File: src/rtl/multi_cycle_controller.sv
// -----------------------------------------------------------------------------
// multi_cycle_controller
//
// Moore-style control FSM for the multi-cycle MIPS datapath. One instruction
// is sequenced over 3-5 cycles (fetch, decode, execute, memory, writeback).
// Supported opcodes: RTYPE, LW, SW, BEQ, ADDI, J. Anything else sends the FSM
// to HALT and raises the sticky illegal flag. Memory accesses in FETCH, MEMRD
// and MEMWR hold until mem_ready.
//
// Ports:
//   clk        in   rising-edge clock
//   reset      in   synchronous, active-high
//   op[5:0]    in   opcode from the instruction register (valid from DECODE)
//   zero       in   ALU zero flag
//   mem_ready  in   memory completed the current access this cycle
//   iord       out  memory address select: 0 = PC, 1 = ALUOut
//   memwrite   out  memory write strobe
//   irwrite    out  instruction register load
//   regdst     out  register destination: 1 = rd, 0 = rt
//   memtoreg   out  writeback source: 1 = data register, 0 = ALUOut
//   regwrite   out  register file write
//   alusrca    out  ALU A: 0 = PC, 1 = rs
//   alusrcb    out  ALU B: 00 rt, 01 const 4, 10 sext imm, 11 imm<<2
//   pcsrc      out  PC source: 00 ALU result, 01 ALUOut, 10 jump target
//   pcen       out  PC load = pcwrite | (branch & zero)
//   aluop[2:0] out  ALU operation class
//   state[3:0] out  current state encoding (debug / verification)
//   illegal    out  sticky: an unsupported opcode was decoded
// -----------------------------------------------------------------------------
module multi_cycle_controller (
  input  logic       clk,
  input  logic       reset,
  input  logic [5:0] op,
  input  logic       zero,
  input  logic       mem_ready,
  output logic       iord,
  output logic       memwrite,
  output logic       irwrite,
  output logic       regdst,
  output logic       memtoreg,
  output logic       regwrite,
  output logic       alusrca,
  output logic [1:0] alusrcb,
  output logic [1:0] pcsrc,
  output logic       pcen,
  output logic [2:0] aluop,
  output logic [3:0] state,
  output logic       illegal
);

  // Opcode values shared with the single-cycle decoder (common.svh).
  localparam logic [5:0] RTYPE = 6'b000000;
  localparam logic [5:0] LW    = 6'b100011;
  localparam logic [5:0] SW    = 6'b101011;
  localparam logic [5:0] BEQ   = 6'b000100;
  localparam logic [5:0] ADDI  = 6'b001000;
  localparam logic [5:0] J     = 6'b000010;

  // ALU operation classes (common.svh). ALU_NO_USE defers to the funct field.
  localparam logic [2:0] ALU_ADD    = 3'b000;
  localparam logic [2:0] ALU_SUB    = 3'b001;
  localparam logic [2:0] ALU_NO_USE = 3'b111;

  localparam logic [3:0] S_FETCH  = 4'd0;
  localparam logic [3:0] S_DECODE = 4'd1;
  localparam logic [3:0] S_MEMADR = 4'd2;
  localparam logic [3:0] S_MEMRD  = 4'd3;
  localparam logic [3:0] S_MEMWB  = 4'd4;
  localparam logic [3:0] S_MEMWR  = 4'd5;
  localparam logic [3:0] S_RTEX   = 4'd6;
  localparam logic [3:0] S_RTWB   = 4'd7;
  localparam logic [3:0] S_BEQEX  = 4'd8;
  localparam logic [3:0] S_ADDIEX = 4'd9;
  localparam logic [3:0] S_ADDIWB = 4'd10;
  localparam logic [3:0] S_JEX    = 4'd11;
  localparam logic [3:0] S_HALT   = 4'd12;

  logic [3:0] state_q, state_d;
  logic       illegal_q, illegal_d;
  logic       pcwrite;
  logic       branch;

  // Next-state and sticky illegal flag.
  always_comb begin
    state_d   = state_q;
    illegal_d = illegal_q;
    case (state_q)
      S_FETCH:  state_d = mem_ready ? S_DECODE : S_FETCH;
      S_DECODE: begin
        case (op)
          LW, SW: state_d = S_MEMADR;
          RTYPE:  state_d = S_RTEX;
          BEQ:    state_d = S_BEQEX;
          ADDI:   state_d = S_ADDIEX;
          J:      state_d = S_JEX;
          default: begin
            state_d   = S_HALT;
            illegal_d = 1'b1;
          end
        endcase
      end
      S_MEMADR: state_d = (op == LW) ? S_MEMRD : S_MEMWR;
      S_MEMRD:  state_d = mem_ready ? S_MEMWB : S_MEMRD;
      S_MEMWB:  state_d = S_FETCH;
      S_MEMWR:  state_d = mem_ready ? S_FETCH : S_MEMWR;
      S_RTEX:   state_d = S_RTWB;
      S_RTWB:   state_d = S_FETCH;
      S_BEQEX:  state_d = S_FETCH;
      S_ADDIEX: state_d = S_ADDIWB;
      S_ADDIWB: state_d = S_FETCH;
      S_JEX:    state_d = S_FETCH;
      S_HALT:   state_d = S_HALT;
      default:  state_d = S_FETCH;  // encodings 13-15 recover to FETCH
    endcase
  end

  always_ff @(posedge clk) begin
    if (reset) begin
      state_q   <= S_FETCH;
      illegal_q <= 1'b0;
    end else begin
      state_q   <= state_d;
      illegal_q <= illegal_d;
    end
  end

  // Moore outputs; FETCH additionally gates its loads with mem_ready so the
  // IR and PC only capture on the cycle the fetch completes.
  always_comb begin
    iord     = 1'b0;
    memwrite = 1'b0;
    irwrite  = 1'b0;
    regdst   = 1'b0;
    memtoreg = 1'b0;
    regwrite = 1'b0;
    alusrca  = 1'b0;
    alusrcb  = 2'b00;
    pcsrc    = 2'b00;
    aluop    = ALU_ADD;
    pcwrite  = 1'b0;
    branch   = 1'b0;
    case (state_q)
      S_FETCH: begin
        alusrcb = 2'b01;
        irwrite = mem_ready;
        pcwrite = mem_ready;
      end
      S_DECODE: alusrcb = 2'b11;  // branch target precomputed into ALUOut
      S_MEMADR: begin
        alusrca = 1'b1;
        alusrcb = 2'b10;
      end
      S_MEMRD: iord = 1'b1;
      S_MEMWB: begin
        memtoreg = 1'b1;
        regwrite = 1'b1;
      end
      S_MEMWR: begin
        iord     = 1'b1;
        memwrite = 1'b1;
      end
      S_RTEX: begin
        alusrca = 1'b1;
        aluop   = ALU_NO_USE;
      end
      S_RTWB: begin
        regdst   = 1'b1;
        regwrite = 1'b1;
      end
      S_BEQEX: begin
        alusrca = 1'b1;
        aluop   = ALU_SUB;
        pcsrc   = 2'b01;
        branch  = 1'b1;
      end
      S_ADDIEX: begin
        alusrca = 1'b1;
        alusrcb = 2'b10;
      end
      S_ADDIWB: regwrite = 1'b1;
      S_JEX: begin
        pcsrc   = 2'b10;
        pcwrite = 1'b1;
      end
      default: ;  // HALT and unreachable encodings: all enables stay low
    endcase
  end

  assign pcen    = pcwrite | (branch & zero);
  assign state   = state_q;
  assign illegal = illegal_q;

endmodule

File: config.mk
export PLATFORM = sky130hd
export DESIGN_NAME = multi_cycle_controller
export DESIGN_NICKNAME = d
export VERILOG_FILES = /design/src/rtl/multi_cycle_controller.sv
export SDC_FILE = /design/constraint.sdc
export NUM_CORES = 1
export LEC_CHECK = 0
export BUFFER_PORTS_ARGS = -buffer_cell sky130_fd_sc_hd__buf_4
export CAP_MARGIN = 0
export CORE_AREA = 2 2 39 41
export DETAILED_ROUTE_END_ITERATION = 6
export DIE_AREA = 0 0 41 43
export GPL_ROUTABILITY_DRIVEN = 0
export MAX_ROUTING_LAYER = met4
export PLACE_DENSITY = 0.86
export SYNTH_ARGS = -nofsm -noshare
export SYNTH_HDL_FRONTEND = slang
export SYNTH_SLANG_ARGS = --single-unit
File: constraint.sdc
create_clock -name clk -period 3.6 [get_ports clk]
set_input_delay 0.36 -clock clk [delete_from_list [all_inputs] [get_ports clk]]
set_output_delay 0.36 -clock clk [all_outputs]
set_load 0.01 [all_outputs]
==> results of run 1 <==
[layout make-up]
cell class | instances | area [um^2]
repair buffers | 29 | 218
clock buffers | 4 | 26.3
well taps | 16 | 20.0
flip-flops and latches | 5 | 100
inverters | 3 | 11.3
fillers | 131 | 589
multi-input cells | 66 | 419
[cell families (layout without fill, tap and decap cells)]
kind of cell	Yosys count	in the layout	share of synthesized area (%)
flip-flops	5	5	17.7
AO/OA/AOI/OAI	22	22	29.6
XOR/XNOR	4	4	6.18
buffers and inverters	9	36	8.39
AND/OR/NAND/NOR	39	39	36.4
multiplexers	1	1	1.77
[sequential cells by signal (all words and copies together), names as in the netlist]
signal	flops
state	4
illegal	1
[metrics by stage]
step | std cells | hold slack (ps)
2_1_floorplan | 80 | 429
3_3_place_gp | 119 | 429
3_5_place_dp | 119 | 440
4_1_cts | 123 | 272
5_1_grt | 123 | 276
6_report | 123 | 281
[worst max-delay path by stage]
stage	startpoint	endpoint	slack, ps
6_report	state[3]$_SDFF_PP0_	aluop[0]	1500
4_1_cts	state[3]$_SDFF_PP0_	aluop[0]	1480
3_5_place_dp	state[3]$_SDFF_PP0_	aluop[0]	1760
2_1_floorplan	state[3]$_SDFF_PP0_	pcen	1930
3_3_place_gp	state[3]$_SDFF_PP0_	aluop[0]	1770
5_1_grt	state[1]$_SDFF_PP0_	alusrcb[1]	1280
[routing by layer]
metal	vias to the layer above	global-route usage, %	part of all wire (%)
li1	342	-	-
met1	322	28.9	45
met2	11	29.4	53
met3	0	1.57	2.0
met4	0	10.0	0
met5	-	-	0
[where the power goes]
part	switching, mW	total [mW]	internal, mW
Sequential	0.0159	0.0774	0.0616
Clock	0.0212	0.0629	0.0418
Combinational	0.0540	0.113	0.0588
[critical path, stage by stage (launching register included)]
cell and delay [ps]:
dfxtp_1 600, nand2b_1 320, nor2_1 130, or2_2 300, buf_4 140
[placed cells by master, fill, tap and decap left out, drive strengths merged]
| master | netlist | routed |
|---|---|---|
| a211o | 2 | 2 |
| a21o | 2 | 2 |
| a21oi | 6 | 6 |
| a22oi | 1 | 1 |
| a32oi | 1 | 1 |
| a41oi | 1 | 1 |
| and3 | 2 | 2 |
| and4 | 1 | 1 |
| buf | 3 | 29 |
| clkbuf | 3 | 4 |
| dfxtp | 5 | 5 |
| inv | 3 | 3 |
| mux2i | 1 | 1 |
| nand2 | 3 | 3 |
| nand2b | 7 | 7 |
| nand3 | 3 | 3 |
| nor2 | 10 | 10 |
| nor2b | 1 | 1 |
| nor3 | 8 | 8 |
| nor3b | 1 | 1 |
| nor4 | 1 | 1 |
| o211ai | 1 | 1 |
| o21ai | 3 | 3 |
| o21bai | 1 | 1 |
| o22ai | 1 | 1 |
| o31ai | 2 | 2 |
| o41ai | 1 | 1 |
| or2 | 1 | 1 |
| or4 | 1 | 1 |
| xnor2 | 1 | 1 |
| xor2 | 3 | 3 |
==> key figures, run 1 <==
Setup path
  – Register-to-register setup slack: 1790 ps
  – Crit path kind: flop to primary output
  – R2R cell count: 4
  – Critical path arrival: 1740 ps
  – Worst setup EP type: primary output
  – RR Endpoint: state[1]$_SDFF_PP0_
  – Critical path required time: 3240 ps
  – Crit path max fanout: 14
  – Reg2Reg Launch Point: state[1]$_SDFF_PP0_
  – Startpoint types: flop

Drt
  – Antenna Nets Post-Route: 0
  – Final wirelength: 1540 um
  – Post-DR wirelength/cell: 12.5 um
  – DRT Pass-1 Iters: 4
  – Vias per cell: 5.49
  – # DRC: 0
  – DR vias: 675
  – DR iter-0 viols: 21

Logic synthesis
  – Asr flop ratio synth: 0%
  – Yosys Warn Count: 0
  – Synth top area cells: dfxtp_1 18%, nand2b_1 7.7%, nor3_1 7.1%, nor2_1 6.6%, a21oi_1 5.3%
  – Post-Syn Instances: 80
  – Main synth FF type: dfxtp_1
  – Register area share after synthesis: 17.7%
  – Top-count cell post-synth: nor2_1
  – Top cell type by total area after synthesis: dfxtp_1
  – Post-synth top area share: 17.7%
  – Post-synth cell types: 34
  – Top cells by count, synth: 10 x nor2_1, 8 x nor3_1, 7 x nand2b_1
  – Synthesis-stage register bit count: 5
  – Mapped Area: 567 um^2
  – Post-synth EDFFs: 0
  – Mapped Avg Cell Area: 7.08 um^2
  – Mapped Nets: 90

Hold path
  – Hold Crit Class: primary input to flop
  – Hold Crit Depth: 2
  – Hold Path End: illegal$_SDFFE_PP0P_
  – Hold Crit Start: reset

STA
  – Final slew viol count: 0
  – Slew of the pin with the lowest slew margin: 513 ps
  – Rel. slew slack: 65.5%
  – Setup WS post-layout: 1500 ps
  – Max Fclk: 476 MHz
  – Crit path time final: 2100 ps
  – Fin Setup TNS: 0 ps
  – Final hold vios: 0
  – Final setup vio count: 0
  – RSZ-0062 raised after global routing: no
  – Clock skew: 0.561 ps
  – Fin crit share: 58.4%

Clocking
  – Clk_lat worst skew: 240 ps
  – Sink Count: 5
  – Clock Tree Root: clkbuf_4
  – CTS Buf Count: 3
  – Worst-path clk slew: 40 ps
  – CTS Buffer Depth: 2
  – CTS H-tree depth: 1
  – Post-cts gate resize count: 0
  – Post-CTS Setup Bufs: 0
  – CTS Hold Bufs: 0
  – CTS tree: built

Global route
  – Pin count of the biggest net entering global routing: 16
  – Vias in the first global route: 580
  – Overall routing resource usage: 20.8%
  – Initial antenna violation count: 0
  – Overflow after GRT: 0
  – First-pass GRT wire length: 2550 um

Flow run
  – Max cap viols: 0

Floorplan
  – Std-Cell Rows: 14
  – CORE AREA: 1380 um^2
  – Io pins: 30
  – Die H: 43 um
  – Die X: 41 um
  – Initial Utilization: 41.0%
  – Die ar.: 1760 um^2

Finish
  – Final net count: 118
  – Post-route cell area: 795 um^2
  – Util after Layout: 57.4%
  – Diode count: 0
  – Syn-to-layout area delta: 40.2%
  – Share of cells above drive strength 1: 34.6%

Pwr
  – LEAKAGE: 0.365 nW
  – Power Total: 253 uW
  – Power per cell area: 319 nW/um^2
  – Peak VDD IR: 0.000198 V

Placed design
  – Pre-CTS setup slack: 1760 ps
  – Area of placed instances: 768 um^2
  – HPWL Detailed: 1190 um
  – Port Buffers: 29

Run status
  – Status: finished clean
Power figures use the tool's default switching activity.
==> run 2, diff against run 1 <==
Settings changed: CORE_AREA 2 2 39 41 to default, CORE_MARGIN from default to 2, CORE_UTILIZATION from default to 43, DIE_AREA 0 0 41 43 to default, PLACE_DENSITY 0.86 to 0.87.
Clock period 3.6 ns to 2.2 ns, I/O delays scaled along.
==> run 2 against run 1 <==
Effect of this change:
- non-clock buffer count stayed put
- sequential power is 64% higher
- worst hold slack worse by 140 ps
- largest power group unchanged
- flip-flop and latch count stayed put
- critical path depth stayed put
- first-iteration DRC count is 19% lower
- critical path type unchanged
- largest cell class unchanged
- highest routed layer is now met4
- critical endpoint unchanged
- utilization is 5.1 points higher
- die area is 7.9% lower
==> key figures, run 2 (synthesis gave the netlist of run 1 again) <==
Global route
  – Initial antenna violation count: 0
  – First-pass GRT wire length: 2290 um
  – Overall routing resource usage: 21.2%
  – Overflow after GRT: 0
  – Pin count of the biggest net entering global routing: 16
  – Vias in the first global route: 533

Finish
  – Syn-to-layout area delta: 40.0%
  – Commonest non-fill, non-tap cell in the layout: buf_4
  – Layout fillers: 107
  – Util after Layout: 62.5%
  – Most frequent cells in the layout: 29 x buf_4, 10 x nor2_1, 8 x nor3_1, 7 x nand2b_1, 6 x a21oi_1
  – Final net count: 118
  – Diode count: 0
  – Share of cells above drive strength 1: 34.6%
  – Largest register FFs: 4

Setup path
  – RR Endpoint: state[3]$_SDFF_PP0_
  – Crit path max fanout: 14
  – Critical path arrival: 1770 ps
  – Register-to-register setup slack: 400 ps
  – Slowest-stage cell, CP: dfxtp_1
  – Critical path required time: 1980 ps
  – Crit path kind: flop to primary output
  – CP Cell Sequence: nand2b_1, nor2_1, or2_2, buf_4
  – Critical path's largest stage delay: 630 ps
  – Reg2Reg Launch Point: state[1]$_SDFF_PP0_
  – R2R cell count: 4
  – Startpoint types: flop
  – Worst setup EP type: primary output

Drt
  – Met2 routed WL: 736 um
  – Vias per cell: 5.78
  – DRT Pass-1 Iters: 4
  – # DRC: 0
  – Antenna Nets Post-Route: 0
  – Final wirelength: 1580 um
  – Routed wl met3: 163 um
  – DR iter-0 viols: 17
  – Highest Signal Layer: met4
  – Post-DR wirelength/cell: 12.9 um
  – Wl on met1: 642 um
  – DR vias: 705

Clocking
  – Clock Tree Root: clkbuf_4
  – CTS Buffer Depth: 2
  – Sink Count: 5
  – Worst-path clk slew: 50 ps
  – Post-cts gate resize count: 0
  – CTS H-tree depth: 1
  – CTS Hold Bufs: 0
  – CTS Buf Count: 3
  – Post-CTS Setup Bufs: 0
  – Clk_lat worst skew: 240 ps
  – CTS tree: built

STA
  – Fin crit share: 90.3%
  – Max Fclk: 503 MHz
  – Final slew viol count: 0
  – Final hold vios: 0
  – Clock skew: 5.20 ps
  – Fin Setup TNS: 0 ps
  – Slew of the pin with the lowest slew margin: 542 ps
  – Rel. slew slack: 63.6%
  – Final setup vio count: 0
  – RSZ-0062 raised after global routing: no
  – Crit path time final: 1990 ps

Run status
  – Status: finished clean

Floorplan
  – Die H: 40.3 um
  – CORE AREA: 1270 um^2
  – Std-Cell Rows: 13
  – Die X: 40.3 um
  – Io pins: 30
  – Initial Utilization: 44.7%
  – Die ar.: 1620 um^2

Placed design
  – HPWL Detailed: 1210 um
  – Port Buffers: 29

Hold path
  – Hold Path End: illegal$_SDFFE_PP0P_
  – Hold Crit Depth: 2
  – Hold Crit Class: primary input to flop
  – Hold Crit Start: reset

Pwr
  – Peak VDD IR: 0.000357 V
  – LEAKAGE: 0.365 nW
  – Power per cell area: 530 nW/um^2

Flow run
  – Max cap viols: 0
==> run 2: stage by stage <==
stage	instance area, um^2	total power, mW	cells	worst slack [ps]	hold slack (ps)
final	793	0.421	122	213	141
after global routing	793	0.448	122	121	142
after CTS	793	0.423	122	220	138
after detailed placement	767	0.313	118	434	390
after global placement	767	0.308	118	493	387
after floorplan	567	0.230	80	672	289
==> run 2: worst max-delay path by stage <==
stage / start / slack [ps] / end
global placement: state[1]$_SDFF_PP0_ / 490 / state[3]$_SDFF_PP0_
detailed placement: state[1]$_SDFF_PP0_ / 430 / state[3]$_SDFF_PP0_
CTS: state[3]$_SDFF_PP0_ / 220 / aluop[0]
finish: state[3]$_SDFF_PP0_ / 210 / aluop[0]
floorplan: state[3]$_SDFF_PP0_ / 670 / pcen
global route: state[3]$_SDFF_PP0_ / 120 / aluop[0]
==> run 2: where the power goes <==
part / total, mW / internal, mW / switching [mW]
combinational: 0.186 / 0.0961 / 0.0902
clock: 0.107 / 0.0686 / 0.0387
sequential: 0.127 / 0.101 / 0.0262
total: 0.421 / 0.265 / 0.155
==> run 2: final cells by class <==
cell class | instances | area (um^2) | area share, %
Inverter | 3 | 11.3 | 1.42
Sequential cell | 5 | 100 | 12.6
Timing Repair Buffer | 29 | 218 | 27.4
Tap cell | 15 | 18.8 | 2.37
Multi-Input combinational cell | 66 | 419 | 52.8
Clock buffer | 4 | 26.3 | 3.31
==> run 2: worst max-delay path, delay by kind of cell, from the launching register on <==
family / cells / cell delay [ps]
and+or+nand+nor: 3 / 750
DFF: 1 / 630
buffers and inverters: 1 / 140
==> run 2: routing by layer <==
layer  GRT usage (%)  up-vias
met5               -        -
met4            2.50        0
met3            7.22        4
met2            35.5       44
met1            25.2      311
li1                -      346
